## src/rtl/regbank_access_sequencer_pkg.sv

```systemverilog
// Shared definitions for the register-bank access sequencer: default widths and FSM states.
package regbank_access_sequencer_pkg;

    localparam int unsigned DefaultDataWidth    = 32;
    localparam int unsigned DefaultRegAddrWidth = 4;
    localparam logic [DefaultRegAddrWidth-1:0] RegZero = '0;

    typedef enum logic [2:0] {
        StIdle,
        StReadA,
        StReadB,
        StHold,
        StWrite
    } seq_state_e;

endpackage

```

## src/rtl/regbank_access_sequencer_if.sv

```systemverilog
// Bundles the decode read request, operand hand-off, writeback and bank port signals.
interface regbank_access_sequencer_if
    import regbank_access_sequencer_pkg::*;
#(
    parameter int unsigned DATA_WIDTH     = DefaultDataWidth,
    parameter int unsigned REG_ADDR_WIDTH = DefaultRegAddrWidth
) ();

    logic                      rd_req_valid;
    logic                      rd_req_ready;
    logic [REG_ADDR_WIDTH-1:0] rd_req_rs1;
    logic [REG_ADDR_WIDTH-1:0] rd_req_rs2;

    logic                      op_valid;
    logic                      op_ready;
    logic [DATA_WIDTH-1:0]     op_a;
    logic [DATA_WIDTH-1:0]     op_b;

    logic                      wb_valid;
    logic                      wb_ready;
    logic [REG_ADDR_WIDTH-1:0] wb_rd;
    logic [DATA_WIDTH-1:0]     wb_data;

    logic [REG_ADDR_WIDTH-1:0] bank_reg_num;
    logic [DATA_WIDTH-1:0]     bank_data_in;
    logic                      bank_write_enable;
    logic [DATA_WIDTH-1:0]     bank_data_out;

    // Requester side: decode, execute, writeback and the register bank itself.
    modport master (
        output rd_req_valid, rd_req_rs1, rd_req_rs2, op_ready, wb_valid, wb_rd, wb_data,
               bank_data_out,
        input  rd_req_ready, op_valid, op_a, op_b, wb_ready, bank_reg_num, bank_data_in,
               bank_write_enable
    );

    modport slave (
        input  rd_req_valid, rd_req_rs1, rd_req_rs2, op_ready, wb_valid, wb_rd, wb_data,
               bank_data_out,
        output rd_req_ready, op_valid, op_a, op_b, wb_ready, bank_reg_num, bank_data_in,
               bank_write_enable
    );

endinterface

```

## src/rtl/regbank_access_sequencer.sv

```systemverilog
// Sole owner of the single-port register bank: serialises operand reads and writebacks.
module regbank_access_sequencer
    import regbank_access_sequencer_pkg::*;
#(
    parameter int unsigned DATA_WIDTH     = DefaultDataWidth,
    parameter int unsigned REG_ADDR_WIDTH = DefaultRegAddrWidth
) (
    input  logic                       clk,
    input  logic                       rst_n,
    regbank_access_sequencer_if.slave  bus,
    output logic                       busy_o
);

    seq_state_e                state_q;
    logic [REG_ADDR_WIDTH-1:0] rs1_q;
    logic [REG_ADDR_WIDTH-1:0] rs2_q;
    logic [REG_ADDR_WIDTH-1:0] reg_num_q;
    logic [DATA_WIDTH-1:0]     data_in_q;
    logic                      write_en_q;
    logic [DATA_WIDTH-1:0]     op_a_q;
    logic [DATA_WIDTH-1:0]     op_b_q;
    logic                      op_valid_q;

    // Bank address/data registers double as the latched rd/data of a pending writeback.
    always_ff @(posedge clk or negedge rst_n) begin
        if (!rst_n) begin
            state_q    <= StIdle;
            rs1_q      <= '0;
            rs2_q      <= '0;
            reg_num_q  <= '0;
            data_in_q  <= '0;
            write_en_q <= 1'b0;
            op_a_q     <= '0;
            op_b_q     <= '0;
            op_valid_q <= 1'b0;
        end else begin
            case (state_q)
                StIdle: begin
                    if (bus.wb_valid) begin
                        reg_num_q  <= bus.wb_rd;
                        data_in_q  <= bus.wb_data;
                        write_en_q <= (bus.wb_rd != REG_ADDR_WIDTH'(RegZero));
                        state_q    <= StWrite;
                    end else if (bus.rd_req_valid) begin
                        rs1_q     <= bus.rd_req_rs1;
                        rs2_q     <= bus.rd_req_rs2;
                        reg_num_q <= bus.rd_req_rs1;
                        state_q   <= StReadA;
                    end
                end
                StReadA: begin
                    op_a_q <= bus.bank_data_out;
                    if (rs2_q == rs1_q) begin
                        op_b_q     <= bus.bank_data_out;
                        op_valid_q <= 1'b1;
                        reg_num_q  <= '0;
                        state_q    <= StHold;
                    end else begin
                        reg_num_q <= rs2_q;
                        state_q   <= StReadB;
                    end
                end
                StReadB: begin
                    op_b_q     <= bus.bank_data_out;
                    op_valid_q <= 1'b1;
                    reg_num_q  <= '0;
                    state_q    <= StHold;
                end
                StHold: begin
                    if (bus.op_ready) begin
                        op_valid_q <= 1'b0;
                        state_q    <= StIdle;
                    end
                end
                StWrite: begin
                    reg_num_q  <= '0;
                    data_in_q  <= '0;
                    write_en_q <= 1'b0;
                    state_q    <= StIdle;
                end
                default: state_q <= StIdle;
            endcase
        end
    end

    // Writeback has priority over a same-cycle read request.
    assign bus.wb_ready     = rst_n && (state_q == StIdle);
    assign bus.rd_req_ready = rst_n && (state_q == StIdle) && !bus.wb_valid;

    assign bus.op_valid          = op_valid_q;
    assign bus.op_a              = op_a_q;
    assign bus.op_b              = op_b_q;
    assign bus.bank_reg_num      = reg_num_q;
    assign bus.bank_data_in      = data_in_q;
    assign bus.bank_write_enable = write_en_q;
    assign busy_o                = (state_q != StIdle);

endmodule

```

## src/flat_wrapper.sv

```systemverilog
// flat-port wrapper written by rule: the top's interface ports become plain ports
module regbank_access_sequencer_flat import regbank_access_sequencer_pkg::*;
#(
    parameter int unsigned DATA_WIDTH     = DefaultDataWidth,
    parameter int unsigned REG_ADDR_WIDTH = DefaultRegAddrWidth
)
  (clk, rst_n, busy_o, bus_rd_req_valid, bus_rd_req_rs1, bus_rd_req_rs2, bus_op_ready, bus_wb_valid, bus_wb_rd, bus_wb_data, bus_bank_data_out, bus_rd_req_ready, bus_op_valid, bus_op_a, bus_op_b, bus_wb_ready, bus_bank_reg_num, bus_bank_data_in, bus_bank_write_enable);
  regbank_access_sequencer_if #(.DATA_WIDTH(DATA_WIDTH), .REG_ADDR_WIDTH(REG_ADDR_WIDTH)) bus_i ();
  input  logic clk;
  input  logic rst_n;
  output logic busy_o;
  input wire logic [$bits(bus_i.rd_req_valid)-1:0] bus_rd_req_valid;
  input wire logic [$bits(bus_i.rd_req_rs1)-1:0] bus_rd_req_rs1;
  input wire logic [$bits(bus_i.rd_req_rs2)-1:0] bus_rd_req_rs2;
  input wire logic [$bits(bus_i.op_ready)-1:0] bus_op_ready;
  input wire logic [$bits(bus_i.wb_valid)-1:0] bus_wb_valid;
  input wire logic [$bits(bus_i.wb_rd)-1:0] bus_wb_rd;
  input wire logic [$bits(bus_i.wb_data)-1:0] bus_wb_data;
  input wire logic [$bits(bus_i.bank_data_out)-1:0] bus_bank_data_out;
  output wire logic [$bits(bus_i.rd_req_ready)-1:0] bus_rd_req_ready;
  output wire logic [$bits(bus_i.op_valid)-1:0] bus_op_valid;
  output wire logic [$bits(bus_i.op_a)-1:0] bus_op_a;
  output wire logic [$bits(bus_i.op_b)-1:0] bus_op_b;
  output wire logic [$bits(bus_i.wb_ready)-1:0] bus_wb_ready;
  output wire logic [$bits(bus_i.bank_reg_num)-1:0] bus_bank_reg_num;
  output wire logic [$bits(bus_i.bank_data_in)-1:0] bus_bank_data_in;
  output wire logic [$bits(bus_i.bank_write_enable)-1:0] bus_bank_write_enable;
  assign bus_i.rd_req_valid = bus_rd_req_valid;
  assign bus_i.rd_req_rs1 = bus_rd_req_rs1;
  assign bus_i.rd_req_rs2 = bus_rd_req_rs2;
  assign bus_i.op_ready = bus_op_ready;
  assign bus_i.wb_valid = bus_wb_valid;
  assign bus_i.wb_rd = bus_wb_rd;
  assign bus_i.wb_data = bus_wb_data;
  assign bus_i.bank_data_out = bus_bank_data_out;
  assign bus_rd_req_ready = bus_i.rd_req_ready;
  assign bus_op_valid = bus_i.op_valid;
  assign bus_op_a = bus_i.op_a;
  assign bus_op_b = bus_i.op_b;
  assign bus_wb_ready = bus_i.wb_ready;
  assign bus_bank_reg_num = bus_i.bank_reg_num;
  assign bus_bank_data_in = bus_i.bank_data_in;
  assign bus_bank_write_enable = bus_i.bank_write_enable;
  regbank_access_sequencer #(.DATA_WIDTH(DATA_WIDTH), .REG_ADDR_WIDTH(REG_ADDR_WIDTH)) u_core (.clk(clk), .rst_n(rst_n), .bus(bus_i), .busy_o(busy_o));
endmodule
```

## config.mk

```make
export PLATFORM = sky130hd
export DESIGN_NAME = regbank_access_sequencer_flat
export DESIGN_NICKNAME = d
export VERILOG_FILES = /design/src/rtl/regbank_access_sequencer_pkg.sv /design/src/rtl/regbank_access_sequencer_if.sv /design/src/rtl/regbank_access_sequencer.sv /design/src/flat_wrapper.sv
export SDC_FILE = /design/constraint.sdc
export NUM_CORES = 1
export LEC_CHECK = 0
export ABC_AREA = 1
export CORE_MARGIN = 4
export CORE_UTILIZATION = 39
export DETAILED_ROUTE_END_ITERATION = 8
export PLACE_DENSITY_LB_ADDON = 0.2
export SETUP_SLACK_MARGIN = 0.4
export SYNTH_ARGS = -nofsm -noshare
export SYNTH_HDL_FRONTEND = slang
export SYNTH_SLANG_ARGS = --single-unit
```

## constraint.sdc

```tcl
create_clock -name clk -period 1.4 [get_ports clk]
set_clock_uncertainty 0.15 [all_clocks]
set_input_delay 0.21 -clock clk [delete_from_list [all_inputs] [get_ports clk]]
set_output_delay 0.21 -clock clk [all_outputs]
set_load 0.03 [all_outputs]
```

# After elaboration in Yosys (flattened, before gate mapping)
# Cells that the tools add are included.
dict set report totals {
  ff_bits 113
  latchBits 0
  mem_bits_rw 0
  mem_bits_ro 0
  input_bits 81
  word_cells 54
  n_memories 0
}
dict set report op_classes {
  n_addsub 0
  multipliers 0
  div 0
  magnitude_cmp 0
  n_eq_ne 9
  shift 0
  muxes 18
  bitwise 1
  n_reduce_logical 17
}
# operator count
set ops {}
lappend ops {{$pmux 32 s2} 2}
lappend ops {{$mux 32} 2}
lappend ops {{$mux 4} 3}
lappend ops {{$pmux 3 s4} 1}
lappend ops {{$pmux 4 s3} 1}
lappend ops {{$mux 3} 3}
lappend ops {{$reduce_bool 3->1} 3}
lappend ops {{$reduce_and 2->1} 4}
lappend ops {{$eq 3x2->1 const B} 2}
lappend ops {{$reduce_and 3->1} 2}
lappend ops {{$eq 4x4->1} 1}
lappend ops {{$mux 1} 4}
lappend ops {{$ne 2x2->1 const B} 2}
lappend ops {{$reduce_bool 2->1} 2}
lappend ops {{$reduce_bool 4->1} 1}
lappend ops {{$eq 3x1->1 const B} 1}
lappend ops {{$eq 3x3->1 const B} 1}
lappend ops {{$logic_not 3->1} 1}
lappend ops {{$ne 3x3->1 const B} 1}
lappend ops {{$pmux 1 s3} 1}
lappend ops {{$logic_and 1x1->1} 2}
lappend ops {{$ne 2x1->1 const B} 1}
lappend ops {{$pmux 1 s2} 1}
lappend ops {{$reduce_or 2->1} 1}
lappend ops {{2 further kinds} 2}

# Logic depth before layout (Yosys ltp)
# Gate-level depths: netlist (run 1).
dict set report depth {
  ltp_word 4
  depth_mapped 10
  mapped_depth_nobuf 9
}

# Least setup slack after synthesis (run 1)
# OpenSTA, ideal clock, no wires.
dict set report synth_path {
  path_type {register to output}
  from {register u_core.state_q[0]}
  to {output bus_rd_req_ready}
  arrival_ps 1440
  setup_slack_ps -400
  stages_incl_launch_ff 6
  n_path_buf 0
  path_cell_list {dfrtp_1 nor2_2 nand2_1 inv_1 nand2_1 nor2_1}
}
dict set report synth_between {
  elab_chain_len 3
}
# item line_no
set synth_lines {}
lappend synth_lines {{start, declared} regbank_access_sequencer.sv:14} ;# seq_state_e state_q;
lappend synth_lines {{start signal, assigned} regbank_access_sequencer.sv:27} ;# state_q <= StIdle;
lappend synth_lines {{start signal, assigned} regbank_access_sequencer.sv:43} ;# state_q <= StWrite;
lappend synth_lines {{start signal, assigned} regbank_access_sequencer.sv:48} ;# state_q <= StReadA;
lappend synth_lines {{$logic_not 3->1} regbank_access_sequencer.sv:88} ;# assign bus.rd_req_ready = rst_n && (state_q == StIdle) && !bus.wb_valid;
lappend synth_lines {{$logic_and 1x1->1 (2 in a row)} regbank_access_sequencer.sv:88}
lappend synth_lines {{end, declared} flat_wrapper.sv:20} ;# output wire logic [$bits(bus_i.rd_req_ready)-1:0] bus_rd_req_ready;
# Every way passes these cells.

# Worst setup path in the final report (run 1)
# Same ends and word-level chain as after synthesis.

==> out/qor.csv, run 1 <==
metric,value,unit
ir_worst_vdd,0.00190,V
numCtsBuffers,17,
path_cells,nor2_4 > nand2_4 > inv_2 > nand2_2 > nor2_2 > buf_6,
worst_pin_slew,0.616,ns
rr_worst_depth,10,
syn_to_final_growth,102,%
arrival,1.43,ns
globalplace.congestion,0.776,
maxSlewViolCount,0,
place_ws,-0.449,ns
cellPowerDensity,2910,mW/mm2
seq_area_frac_synth,62.8,%
async_flop_share,100,%
post_synth_num_cell_types,21,
post-place-cells,803,
violations,"negative hold slack, negative setup slack",
wl_per_cell,18.8,um
status,"finished, violations left",
synth.avg_cell_area,9.58,um2
synth.area.mux_share,0,%
clk-insertion-delay-late,0.40,ns
rsz0062_at_grt,true,
vias,4859,
dieArea,0.0133,mm2
ys_ff_latch,113,
synth_area_leaders,"dfrtp_1, nand2_1, a22o_1",
grt_max_degree,114,
start_util,40.6,%
port_buffers,185,
leakagePower,4.53,nW
synth_top_family_by_area,simple AND/OR/NAND/NOR gates,
synthCells,470,
worst_ep_required_time,1.04,ns
min_period,1.79,ns
grt-ovfl-total,0,
antenna_found_initial,0,
drv_cap,0,
htreeDepth,4,
drt_iter0_drc,359,
holdCritPathClass,input pin to asynchronous set/reset pin,
synth_fa_ha_area_share,0,%
via_per_inst,5.10,
cts_sinks,113,
worst_r2r_endpoint,u_core.bus.bank_reg_num[3],
die_height,115,um
min_period_over_period,128,%
layout_common_cells,"nand2_1, buf_6, dfrtp_1",
cts_tree,built,
synth_edf_count,0,
cts.clk_slew.worst_paths,0.05,ns
finalSetupViolCount,114,
cts-root-buf,clkbuf_16,
rows,38,
synth_compound_area_share,8.73,%
drive_gt1_share,42.4,%
final_cells,953,
yosys.area.top_type,dfrtp_1,
holdWs,-0.262,ns
nets,881,
cts_max_path_buffers,2,
synth_warnings,0,
synthFlopType,dfrtp_1,
setup_slack,-0.387,ns
io_pins,186,
fmax,560,MHz
n_antenna_cell,0,
grt_pass1_wl,24.8,mm
synth_top_area_share,62.8,%
synth-xor-area-share,0,%
grt_pass1_vias,4835,
routed_wirelength,17.9,mm
multi_input_area,0.00180,mm2
rr_startpoint,u_core.state_q[0],
num-fill-cells,622,
grt_use_total,24.5,%
final_common_cell,nand2_1,
hold_viol,113,
synthSimpleGateAreaFrac,23.7,%
relSlewSlack,58.9,%
drc_errors,0,
cp_slowest_cell,dfrtp_2,
synth_nets,551,
dp_hpwl,9.37,mm
worst_setup_path_start_kind,register,
end_kind,output port,
drt_first_pass_iters,5,
critPathMaxStageDelay,0.42,ns
syn-cell-area,0.00450,mm2
power,0.0264,W
coreArea,0.0111,mm2
seq_area,0.00283,mm2
worstSetupPathType,register to output port,
ant_nets,0,
dieWidth,115,um
crit_path_max_fanout,3,
r2r_slack,-0.32,ns
==> synth_stat cells, types with 2 or more instances <==
library cell,instances
nand2_1,190
dfrtp_1,113
nand3_1,42
a22o_1,32
inv_1,18
buf_2,16
nor2_1,15
o21ai_0,12
a21oi_1,8
nand2_2,5
buf_6,3
clkbuf_1,3
buf_4,2
inv_2,2
nor2_4,2
nor3_1,2
==> report_power, final <==
| part | internal [W] | switching, W |
|---|---|---|
| logic | 0.00812 | 0.00791 |
| registers | 0.00486 | 0.00132 |
| clock network | 0.00269 | 0.00149 |
| total | 0.0157 | 0.0107 |
==> registers in the layout (all words and copies together) (netlist names) <==
name and flops:
u_core.bus.bank_data_in 32, u_core.bus.bank_reg_num 4, u_core.bus.bank_write_enable 1, u_core.bus.op_a 32
u_core.bus.op_b 32, u_core.bus.op_valid 1, u_core.rs1_q 4, u_core.rs2_q 4
u_core.state_q 3
==> worst max-delay path, delay by kind of cell, from the launching register on <==
kind,cells,cell delay [ns]
buffers and inverters,2,0.21
AND/OR/NAND/NOR,4,0.39
flip-flops,1,0.42
==> cell type report <==
| type | instances | share of cell area (%) |
|---|---|---|
| repair buffers | 328 | 39.8 |
| multi-input cells | 320 | 19.8 |
| well taps | 140 | 1.93 |
| clock inverters | 11 | 1.24 |
| clock buffers | 21 | 5.08 |
| inverters | 20 | 0.924 |
| flip-flops and latches | 113 | 31.2 |
==> per-layer routing <==
layer	GRT usage [%]	vias up	share of wire, %
met5	0	-	0
met4	11.6	0	3.3
met3	6.01	47	7.7
met2	40.4	222	51
met1	30.3	2372	38
li1	-	2218	-
==> how the worst max path moves through the flow <==
stage                      startpoint                           to  slack, ns  cells past startpoint
floorplan           u_core.state_q[0]  u_core.bus.bank_data_in[10]      -0.13                      6
global placement         bus_wb_valid   u_core.bus.bank_data_in[0]      -0.39                      5
detailed placement       bus_wb_valid  u_core.bus.bank_data_in[18]      -0.45                      5
CTS                 u_core.state_q[1]             bus_rd_req_ready      -0.38                      6
global route        u_core.state_q[0]             bus_rd_req_ready      -0.44                      6
finish              u_core.state_q[0]             bus_rd_req_ready      -0.39                      6
==> repair_timing <==
action / in CTS / in global routing
pin swaps: 8 / 17
buffers inserted: 51 / 52
gates resized for setup: 398 / 51
cloned: 10 / 5
setup endpoints to repair: 218 / 218
hold endpoints to repair: 113 / 113
==> metrics by stage <==
| step | utilization, % | hold WS [ns] | TNS [ns] | cell area (um2) |
|---|---|---|---|---|
| 5_1_grt | 81.9 | -0.177 | -29.33 | 9070 |
| 6_report | 81.9 | -0.262 | -24.30 | 9070 |
| 3_5_place_dp | 59.8 | 0.233 | -28.44 | 6630 |
| 2_1_floorplan | - | -0.236 | -5.21 | 4580 |
| 4_1_cts | 75.6 | -0.202 | -16.71 | 8370 |
| 3_3_place_gp | 59.8 | 0.229 | -24.95 | 6630 |
==> cell families after synthesis <==
logic type      count (synthesis)
compound gates                 54
buf+inv                        44
flops                         113
simple gates                  259
(Power assumes the default switching activity.)
==> run 2, diff against run 1 <==
--- a/config.mk
+++ b/config.mk
@@ -6,7 +6,6 @@
 export NUM_CORES = 1
 export LEC_CHECK = 0
 export ABC_AREA = 1
-export CORE_MARGIN = 4
 export CORE_UTILIZATION = 39
 export DETAILED_ROUTE_END_ITERATION = 8
 export PLACE_DENSITY_LB_ADDON = 0.2
==> out/qor.csv, run 2 (synthesis results as in run 1) <==
metric,value,unit
status,"finished, violations left",
violations,"negative hold slack, negative setup slack",
port_buffers,185,
holdCritPathClass,input pin to asynchronous set/reset pin,
drt_first_pass_iters,6,
min_period_over_period,129,%
wl_per_cell,22.7,um
cts_max_path_buffers,2,
min_period,1.80,ns
rr_startpoint,u_core.state_q[0],
grt_max_degree,114,
grt-ovfl-total,0,
numCtsBuffers,17,
dieArea,0.0120,mm2
ant_nets,0,
dpl_cell_area,0.00677,mm2
crit_path_max_fanout,3,
layout_common_cells,"nand2_1, buf_6, dfrtp_1",
via_per_inst,5.51,
ir_worst_vdd,0.00193,V
rsz0062_at_grt,true,
startpoint,u_core.state_q[0],
setup_slack,-0.401,ns
worst_ep_required_time,1.59,ns
rows,38,
end_kind,register,
start_util,40.8,%
leakagePower,4.75,nW
die_height,109,um
final_cells,964,
multi_input_area,0.00215,mm2
finalSetupViolCount,116,
htreeDepth,4,
nets,891,
hold_viol,113,
vias,5307,
coreArea,0.0110,mm2
cts_sinks,113,
worstSetupPathType,register to register,
fmax,555,MHz
cts-root-buf,clkbuf_16,
final_common_cell,nand2_1,
antenna_found_initial,0,
dp_hpwl,9.12,mm
syn_to_final_growth,117,%
post-place-cells,807,
num-fill-cells,455,
clk-insertion-delay-late,0.41,ns
holdWs,-0.254,ns
grt_use_total,29.4,%
maxSlewViolCount,0,
globalplace.congestion,0.763,
drive_gt1_share,50.9,%
drt_iter0_drc,441,
arrival,1.99,ns
fin_area,0.00979,mm2
io_pins,186,
routed_wirelength,21.9,mm
grt_pass1_vias,4868,
dieWidth,109,um
cts_tree,built,
fin_setup_tns,-34.17,ns
relSlewSlack,56.9,%
seq_area,0.00283,mm2
worst_pin_slew,0.646,ns
worst_setup_path_start_kind,register,
cts.clk_slew.worst_paths,0.06,ns
drv_cap,0,
drc_errors,0,
cellPowerDensity,2980,mW/mm2
r2r_slack,-0.40,ns
grt_pass1_wl,26.0,mm
[run 2: changes by cell type in the layout (fill, tap and decap cells not counted), sizes merged, moves of 3 or more]
cell	previous run	this run
inv	19	23
clkinvlp	4	1
buf	243	254
bufbuf	3	0
clkbuf	24	21
[run 2: worst max-delay path, stage by stage, from the launching register on]
cell and delay (ns):
dfrtp_1 0.42, buf_4 0.16, buf_6 0.13, inv_6 0.07, nand3_4 0.10, buf_12 0.17
buf_4 0.13, buf_6 0.11, buf_6 0.11, nand3_2 0.06, nand2_1 0.07, nand2_1 0.08
[run 2: area by class of cell]
type                       instances  area share [%]
timing repair buffer             336            39.8
clock inverter                    14            2.10
inverter                          20           0.972
clock buffer                      18            4.39
multi-input combinational        322            22.0
tap                              140            1.79
antenna                            1          0.0256
sequential                       113            28.9
[run 2: layer usage]
metal / global-route usage [%] / share of wire (%) / vias to the layer above
met5: 0 / 0 / -
met4: 10.9 / 4.2 / 0
met3: 5.57 / 7.8 / 94
met2: 49.9 / 50 / 314
met1: 37.3 / 38 / 2663
li1: - / - / 2236
[run 2: power by group]
| part | internal, W | switching, W | total (W) |
|---|---|---|---|
| Combinational | 0.00886 | 0.00919 | 0.0180 |
| Clock | 0.00302 | 0.00174 | 0.00476 |
| Sequential | 0.00485 | 0.00147 | 0.00632 |
| Total | 0.0167 | 0.0124 | 0.0291 |
[run 2: stage by stage]
| step | utilization (%) | worst slack (ns) | hold slack (ns) | total power (W) |
|---|---|---|---|---|
| 6_report | 88.7 | -0.401 | -0.254 | 0.0291 |
| 2_1_floorplan | - | -0.130 | -0.236 | 0.0117 |
| 3_5_place_dp | 61.3 | -0.443 | 0.227 | 0.0165 |
| 5_1_grt | 88.7 | -0.448 | -0.203 | 0.0301 |
| 3_3_place_gp | 61.3 | -0.383 | 0.228 | 0.0162 |
| 4_1_cts | 80.6 | -0.368 | -0.199 | 0.0256 |
[run 2: path summary, 6_finish.rpt]
path | to | cells past startpoint
min in group clk | u_core.rs1_q[3] | 3
max in group asynchronous | u_core.state_q[1] | 2
max reg2reg | u_core.state_q[0] | 11
min reg2reg | u_core.bus.op_a[25] | 2
min | u_core.bus.bank_data_in[3] | 2
max | u_core.state_q[0] | 11
[run 2: timing repair]
item                                    4_1_cts  5_1_grt
gates resized for setup                     579       81
gates cloned                                 20        4
endpoints found under the setup margin      218      218
pin swaps                                    56       43
buffers inserted                             44       56
endpoints found under the hold margin       113      113
